[config.mk]
export PLATFORM = sky130hd
export DESIGN_NAME = exec_cc_stage_flat
export DESIGN_NICKNAME = d
export VERILOG_FILES = /design/src/rtl/exec_cc_stage_if.sv /design/src/rtl/exec_cc_stage.sv /design/src/flat_wrapper.sv
export SDC_FILE = /design/constraint.sdc
export NUM_CORES = 1
export LEC_CHECK = 0
export BUFFER_PORTS_ARGS = -buffer_cell sky130_fd_sc_hd__buf_4
export CAP_MARGIN = 25
export CELL_PAD_IN_SITES_DETAIL_PLACEMENT = 0
export CELL_PAD_IN_SITES_GLOBAL_PLACEMENT = 1
export CORE_MARGIN = 5
export CORE_UTILIZATION = 32
export DETAILED_ROUTE_END_ITERATION = 6
export HOLD_SLACK_MARGIN = 0.1
export PLACE_DENSITY_LB_ADDON = 0.1
export SYNTH_ARGS = -nofsm -noshare
export SYNTH_HDL_FRONTEND = slang
export SYNTH_SLANG_ARGS = --single-unit
[constraint.sdc]
create_clock -name clk -period 2.2 [get_ports clk]
set_clock_uncertainty 0.05 [all_clocks]
set_input_delay 0.44 -clock clk [delete_from_list [all_inputs] [get_ports clk]]
set_output_delay 0.44 -clock clk [all_outputs]
set_load 0.005 [all_outputs]
[src/rtl/exec_cc_stage_if.sv]
// exec_cc_stage_if: valid/ready bus between the ALU, the CC stage and memory/write-back
interface exec_cc_stage_if #(
    parameter int WIDTH = 64
);
    logic             in_valid;
    logic             in_ready;
    logic [WIDTH-1:0] in_vale;
    logic             in_ovf;
    logic             in_set_cc;
    logic [3:0]       in_ifun;
    logic             in_use_cnd;
    logic             out_valid;
    logic             out_ready;
    logic [WIDTH-1:0] out_vale;
    logic             out_cnd;

    modport master (
        output in_valid, in_vale, in_ovf, in_set_cc, in_ifun, in_use_cnd, out_ready,
        input  in_ready, out_valid, out_vale, out_cnd
    );

    modport slave (
        input  in_valid, in_vale, in_ovf, in_set_cc, in_ifun, in_use_cnd, out_ready,
        output in_ready, out_valid, out_vale, out_cnd
    );
endinterface

[src/rtl/exec_cc_stage.sv]
// exec_cc_stage: Y86-64 execute back end; registers valE, owns the CC register, evaluates cnd.
// Optional CC snapshot/restore for misprediction recovery is enabled by EXEC_CC_SNAPSHOT_EN.
module exec_cc_stage #(
    parameter int WIDTH = 64
) (
    input  logic                clk,
    input  logic                rst,
    exec_cc_stage_if.slave      bus,
    output logic [2:0]          cc
`ifdef EXEC_CC_SNAPSHOT_EN
    ,
    input  logic                cc_save,
    input  logic                cc_restore,
    output logic [2:0]          cc_snap
`endif
);
    logic             out_valid_q;
    logic [WIDTH-1:0] out_vale_q;
    logic             out_cnd_q;
    logic             accept;
    logic             sf_xor_of;
    logic             cnd;
    logic [2:0]       cc_upd;
    logic [2:0]       cc_nxt;

    assign bus.in_ready  = !out_valid_q || bus.out_ready;
    assign bus.out_valid = out_valid_q;
    assign bus.out_vale  = out_vale_q;
    assign bus.out_cnd   = out_cnd_q;
    assign accept        = bus.in_valid && bus.in_ready;
    assign sf_xor_of     = cc[1] ^ cc[0];

    // Condition evaluated against the CC value held before this cycle's update
    always_comb begin
        cnd = !bus.in_use_cnd     ? 1'b0 :
              bus.in_ifun == 4'd0 ? 1'b1 :
              bus.in_ifun == 4'd1 ? sf_xor_of | cc[2] :
              bus.in_ifun == 4'd2 ? sf_xor_of :
              bus.in_ifun == 4'd3 ? cc[2] :
              bus.in_ifun == 4'd4 ? !cc[2] :
              bus.in_ifun == 4'd5 ? !sf_xor_of :
              bus.in_ifun == 4'd6 ? !sf_xor_of && !cc[2] :
                                    1'b0;
    end

    // Flag derivation for OPq accepts; a restore overrides it when present
    always_comb begin
        cc_upd = (accept && bus.in_set_cc) ?
                 {bus.in_vale == '0, bus.in_vale[WIDTH-1], bus.in_ovf} : cc;
`ifdef EXEC_CC_SNAPSHOT_EN
        cc_nxt = cc_restore ? cc_snap : cc_upd;
`else
        cc_nxt = cc_upd;
`endif
    end

    // Output register and condition-code register
    always_ff @(posedge clk) begin
        if (rst) begin
            out_valid_q <= 1'b0;
            out_vale_q  <= '0;
            out_cnd_q   <= 1'b0;
            cc          <= 3'b100;
        end else begin
            out_valid_q <= accept ? 1'b1 : (bus.out_ready ? 1'b0 : out_valid_q);
            if (accept) begin
                out_vale_q <= bus.in_vale;
                out_cnd_q  <= cnd;
            end
            cc <= cc_nxt;
        end
    end

`ifdef EXEC_CC_SNAPSHOT_EN
    // Snapshot captures the pre-update CC; save+restore together swaps the two
    always_ff @(posedge clk) begin
        if (rst)
            cc_snap <= 3'b100;
        else if (cc_save)
            cc_snap <= cc;
    end
`endif
endmodule

[src/flat_wrapper.sv]
// flat-port wrapper written by rule: the top's interface ports become plain ports
module exec_cc_stage_flat 
#(
    parameter int WIDTH = 64
)
  (clk, rst, cc, bus_in_valid, bus_in_vale, bus_in_ovf, bus_in_set_cc, bus_in_ifun, bus_in_use_cnd, bus_out_ready, bus_in_ready, bus_out_valid, bus_out_vale, bus_out_cnd);
  exec_cc_stage_if #(.WIDTH(WIDTH)) bus_i ();
  input  logic clk;
  input  logic rst;
  output logic [2:0] cc;
  input wire logic [$bits(bus_i.in_valid)-1:0] bus_in_valid;
  input wire logic [$bits(bus_i.in_vale)-1:0] bus_in_vale;
  input wire logic [$bits(bus_i.in_ovf)-1:0] bus_in_ovf;
  input wire logic [$bits(bus_i.in_set_cc)-1:0] bus_in_set_cc;
  input wire logic [$bits(bus_i.in_ifun)-1:0] bus_in_ifun;
  input wire logic [$bits(bus_i.in_use_cnd)-1:0] bus_in_use_cnd;
  input wire logic [$bits(bus_i.out_ready)-1:0] bus_out_ready;
  output wire logic [$bits(bus_i.in_ready)-1:0] bus_in_ready;
  output wire logic [$bits(bus_i.out_valid)-1:0] bus_out_valid;
  output wire logic [$bits(bus_i.out_vale)-1:0] bus_out_vale;
  output wire logic [$bits(bus_i.out_cnd)-1:0] bus_out_cnd;
  assign bus_i.in_valid = bus_in_valid;
  assign bus_i.in_vale = bus_in_vale;
  assign bus_i.in_ovf = bus_in_ovf;
  assign bus_i.in_set_cc = bus_in_set_cc;
  assign bus_i.in_ifun = bus_in_ifun;
  assign bus_i.in_use_cnd = bus_in_use_cnd;
  assign bus_i.out_ready = bus_out_ready;
  assign bus_in_ready = bus_i.in_ready;
  assign bus_out_valid = bus_i.out_valid;
  assign bus_out_vale = bus_i.out_vale;
  assign bus_out_cnd = bus_i.out_cnd;
  exec_cc_stage #(.WIDTH(WIDTH)) u_core (.clk(clk), .rst(rst), .bus(bus_i), .cc(cc));
endmodule
Yosys cells after proc, flatten, opt, wreduce, memory -nomap -nowiden
Cells that the tools add are included.
Storage, ports and cells
  word-level logic and storage cells: 32
  bits of input ports: 75
  output and inout port bits: 70
  register bits after elaboration: 69
Cells by class
  reductions and logical operators: 10
  equal/unequal tests: 6
  multiplexer cells: 10
  bitwise logic cells: 2
Operators by type and width (count)
  logical NOT 64 bit: 1
  equality test 4 x 3 -> 1 bit, second input constant: 3
  2-to-1 mux 1 bit: 10
  equality test 4 x 2 -> 1 bit, second input constant: 2
  equality test 4 x 1 -> 1 bit, second input constant: 1
  logical NOT 4 bit: 1
  logical AND 1 bit: 3
  logical NOT 1 bit: 3
  nonzero test 2 bit: 1
  logical OR 1 bit: 1
  bitwise OR 1 bit: 1
  XOR 1 bit: 1

Longest topological paths before layout
  word-level depth: 11
  depth in mapped cells: 6
  gate-level depth less buffers: 4

Least setup slack after synthesis
No wires, ideal clock.
  kind: input port to flip-flop
  start: in bus_in_vale[38]
  end: reg u_core.cc[2]
  setup time: 69 ps
  arrival time: 1392 ps
  setup slack: 689 ps
  required time: 2081 ps
  buffers on the path: 0
  cell stages on the path: 4
  path through: nor4_2 -> nand4_1 -> or4_1 -> o21ai_1
Between the ends
  cells in the longest elaborated chain, start to end: 1
Ends and longest elaborated chain
  start: declaration: line flat_wrapper.sv:12  | input wire logic [$bits(bus_i.in_vale)-1:0] bus_in_vale;
  logical NOT 64 bit: line exec_cc_stage.sv:49  | {bus.in_vale == '0, bus.in_vale[WIDTH-1], bus.in_ovf} : cc;
  end signal: assignment: line exec_cc_stage.sv:70  | cc <= cc_nxt;
  end: declaration: line exec_cc_stage.sv:9  | output logic [2:0] cc
No other way between the ends.
A chain may end at the register's enable or synchronous reset.

Worst setup path in the final report
  start: in bus_in_vale[18]
  end: reg u_core.cc[2]
The elaborated chain is that of the path after synthesis.

==> run_results.csv <==
group,metric,value,unit
cells_and_area,drive_gt1_share,35.8,%
drt,met3_length,765,um
timing,hold_ws,303,ps
synth,ys_warn_count,0,
drt,top_layer,"met4",
power,max-vdd-ir-drop,0.000387,V
drt,dr_wl_met2,3670,um
timing,worst_slew_pin_slew,636,ps
worst_setup_path,startpoint_type,"input port",
worst_setup_path,path_buf_inv,2,
timing,slew_violations,0,
worst_setup_path,cp_data_required_time,2420,ps
cells_and_area,layout_common_cells,"buf_4, nand2_1, dfxtp_1",
placed_design,gp_congestion,0.759,
placed_design,preCtsSetupSlack,206,ps
worst_setup_path,critPathSlowestCell,"nor4_1",
timing,rsz0062_at_grt,"false",
synth,syn_avg_cell_area,7.83,sq um
worst_setup_path,crit_type,"input port to register",
timing,tns,0,ps
synth,syn_inst,330,
drt,wl,8240,um
clock_tree,post_cts_buffers,0,
power,p_leak,1.76,nW
clock_tree,cts_tree,"yes",
placed_design,portBuffers,144,
synth,ys_ff_latch,69,
power,switching_share,25.4,%
drt,vias_per_cell,4.65,
clock_tree,cts-resized-gates,0,
floorplan,initial_utilization,33.1,%
synth,synth_top_area_share,53.5,%
worst_setup_path,end_kind,"register",
clock_tree,clk_path_buf_depth,2,
global_routing,overflow,0,
hold_path,holdCritPathClass,"input port to register",
timing,period_needed,1660,ps
worst_setup_path,crit_top_cell,"buf_4",
synth,syn_area,0.00258,sq mm
timing,fin_crit_sh,75.5,%
worst_setup_path,worstPathArrival,1880,ps
drt,drtIter0Drc,50,
worst_setup_path,path_cells,"buf_4 -> nor4_1 -> buf_4 -> nand4_1 -> or4_1 -> o21ai_1",
floorplan,dieHeight,99.8,um
floorplan,die-area,0.00997,sq mm
timing,fin_ws,539,ps
outcome,outcome,"finished, final reports clean",
floorplan,core-area,0.00781,sq mm
worst_setup_path,path_max_fanout,2,
power,power.switching,0.000685,W
global_routing,antenna_found_initial,0,
worst_setup_path,critPathMaxStageDelay,520,ps
drt,avgRoutedWirePerCell,14.4,um
drt,vias,2667,
cells_and_area,area_delta_synth_final,52.3,%
placed_design,hpwl,6070,um
cells_and_area,final_common_cell,"buf_4",
timing,relSlewSlack,57.6,%
global_routing,grt_usage,16.4,%
synth,ys_types,22,
global_routing,grt_pass1_vias,2525,
floorplan,ios,145,
power,combPwrFrac,16.3,%
drt,wl_met1,3670,um
global_routing,grt_first_pass_wirelength,12800,um
floorplan,rows,32,
clock_tree,numClockSinks,69,
power,clkPwrFrac,33.3,%
clock_tree,htree_levels,3,
clock_tree,clockRootBuffer,"clkbuf_8",
clock_tree,clk_latency,330,ps
global_routing,grt_max_degree,60,
drt,firstDrtPassIters,4,
floorplan,die_w,99.8,um
timing,hold_viol_final,0,
synth,yosysTopAreaCell,"dfxtp_1",
clock_tree,cts_hold_buffers,0,
synth,yosys-top-cells-area,"dfxtp_1, nand2_1, a21oi_1",
clock_tree,cts_buffers,9,
timing,setup_viol,0,
power,powerDensity,686,mW/mm^2
cells_and_area,n_antenna_cell,0,
cells_and_area,layout.nets,544,
worst_setup_path,critPathTopFamily,"simple AND/OR/NAND/NOR gates",
power,power.share.sequential,50.4,%
synth,synth-seq-area-share,53.5,%
drt,ant_nets,0,
timing,fmax,0.602,GHz
drt,drc,0,
clock_tree,path_clk_slew,70,ps
synth,syn_nets,405,
power,p_int,0.00201,W
flow_run,maxCapViolCount,0,
[registers in the layout (all words and copies together), names as in the netlist]
name,count
u_core.bus.out_cnd,1
u_core.cc,3
u_core.bus.out_vale,64
u_core.bus.out_valid,1
[per-stage QoR]
step / area, sq um / std cells / power, W / utilization, %
CTS: 3930 / 574 / 0.00274 / 50.4
global route: 3930 / 574 / 0.00285 / 50.4
detailed placement: 3770 / 560 / 0.00184 / 48.3
global placement: 3770 / 560 / 0.00183 / 48.3
floorplan: 2580 / 330 / 0.00155 / -
finish: 3930 / 574 / 0.00270 / 50.4
[final cells by class]
class                      instances  area [sq um]
inverter                           2          7.51
clock buffer                      12           155
timing repair buffer             150          1150
fill                             783          3870
sequential                        69          1380
multi-input combinational        237          1100
clock inverter                     2          10.0
tap                              102           128
[per-layer routing]
| metal | GRT usage, % | vias up |
|---|---|---|
| li1 | - | 1375 |
| met1 | 20.7 | 1182 |
| met2 | 25.1 | 99 |
| met3 | 5.70 | 11 |
| met4 | 7.25 | 0 |
| met5 | 0 | - |
[cells by family (layout without fill, tap and decap cells)]
family | Yosys count | in the layout | share of synthesized area (%)
compound gates | 73 | 73 | 14.3
mux | 2 | 2 | 0.775
simple gates | 161 | 161 | 27.0
xor+xnor | 1 | 1 | 0.339
buf+inv | 24 | 166 | 4.02
flops | 69 | 69 | 53.5
[path summary, 6_finish.rpt]
kind,startpoint,to,slack (ps),cells past startpoint
worst max register to register,u_core.bus.out_valid,u_core.bus.out_cnd,770,4
worst min register to register,u_core.bus.out_vale[19],u_core.bus.out_vale[19],400,2
worst max-delay path,bus_in_vale[18],u_core.cc[2],540,6
worst min-delay path,bus_in_vale[4],u_core.bus.out_vale[4],300,3
[cells in the mapped netlist]
library cell and n:
nand2_1 130, dfxtp_1 69, a21oi_1 68, nor4_1 12, buf_2 11, clkbuf_1 11, nand4_1 4, nor4_2 4
nand3_1 3, nor2_1 3, inv_1 2, mux2i_1 2, o21ai_0 2, a31oi_1 1, and2_1 1, nand2b_1 1
nand3b_1 1, nor2b_1 1, o21ai_1 1, o41ai_1 1, or4_1 1, xnor2_1 1
[power by group through the flow]
stage,clock [W],combinational (W),sequential (W)
after global routing,0.000988,0.000487,0.00137
after CTS,0.000929,0.000448,0.00136
after global placement,0,0.000447,0.00139
after floorplan,0,0.000156,0.00139
final,0.000898,0.000439,0.00136
after detailed placement,0,0.000448,0.00139
[tightest hold or removal path: stages]
cell and delay [ps]:
buf_4 110, nand2_1 50, a21oi_1 50
No activity file was read; power rests on OpenSTA's default activity.
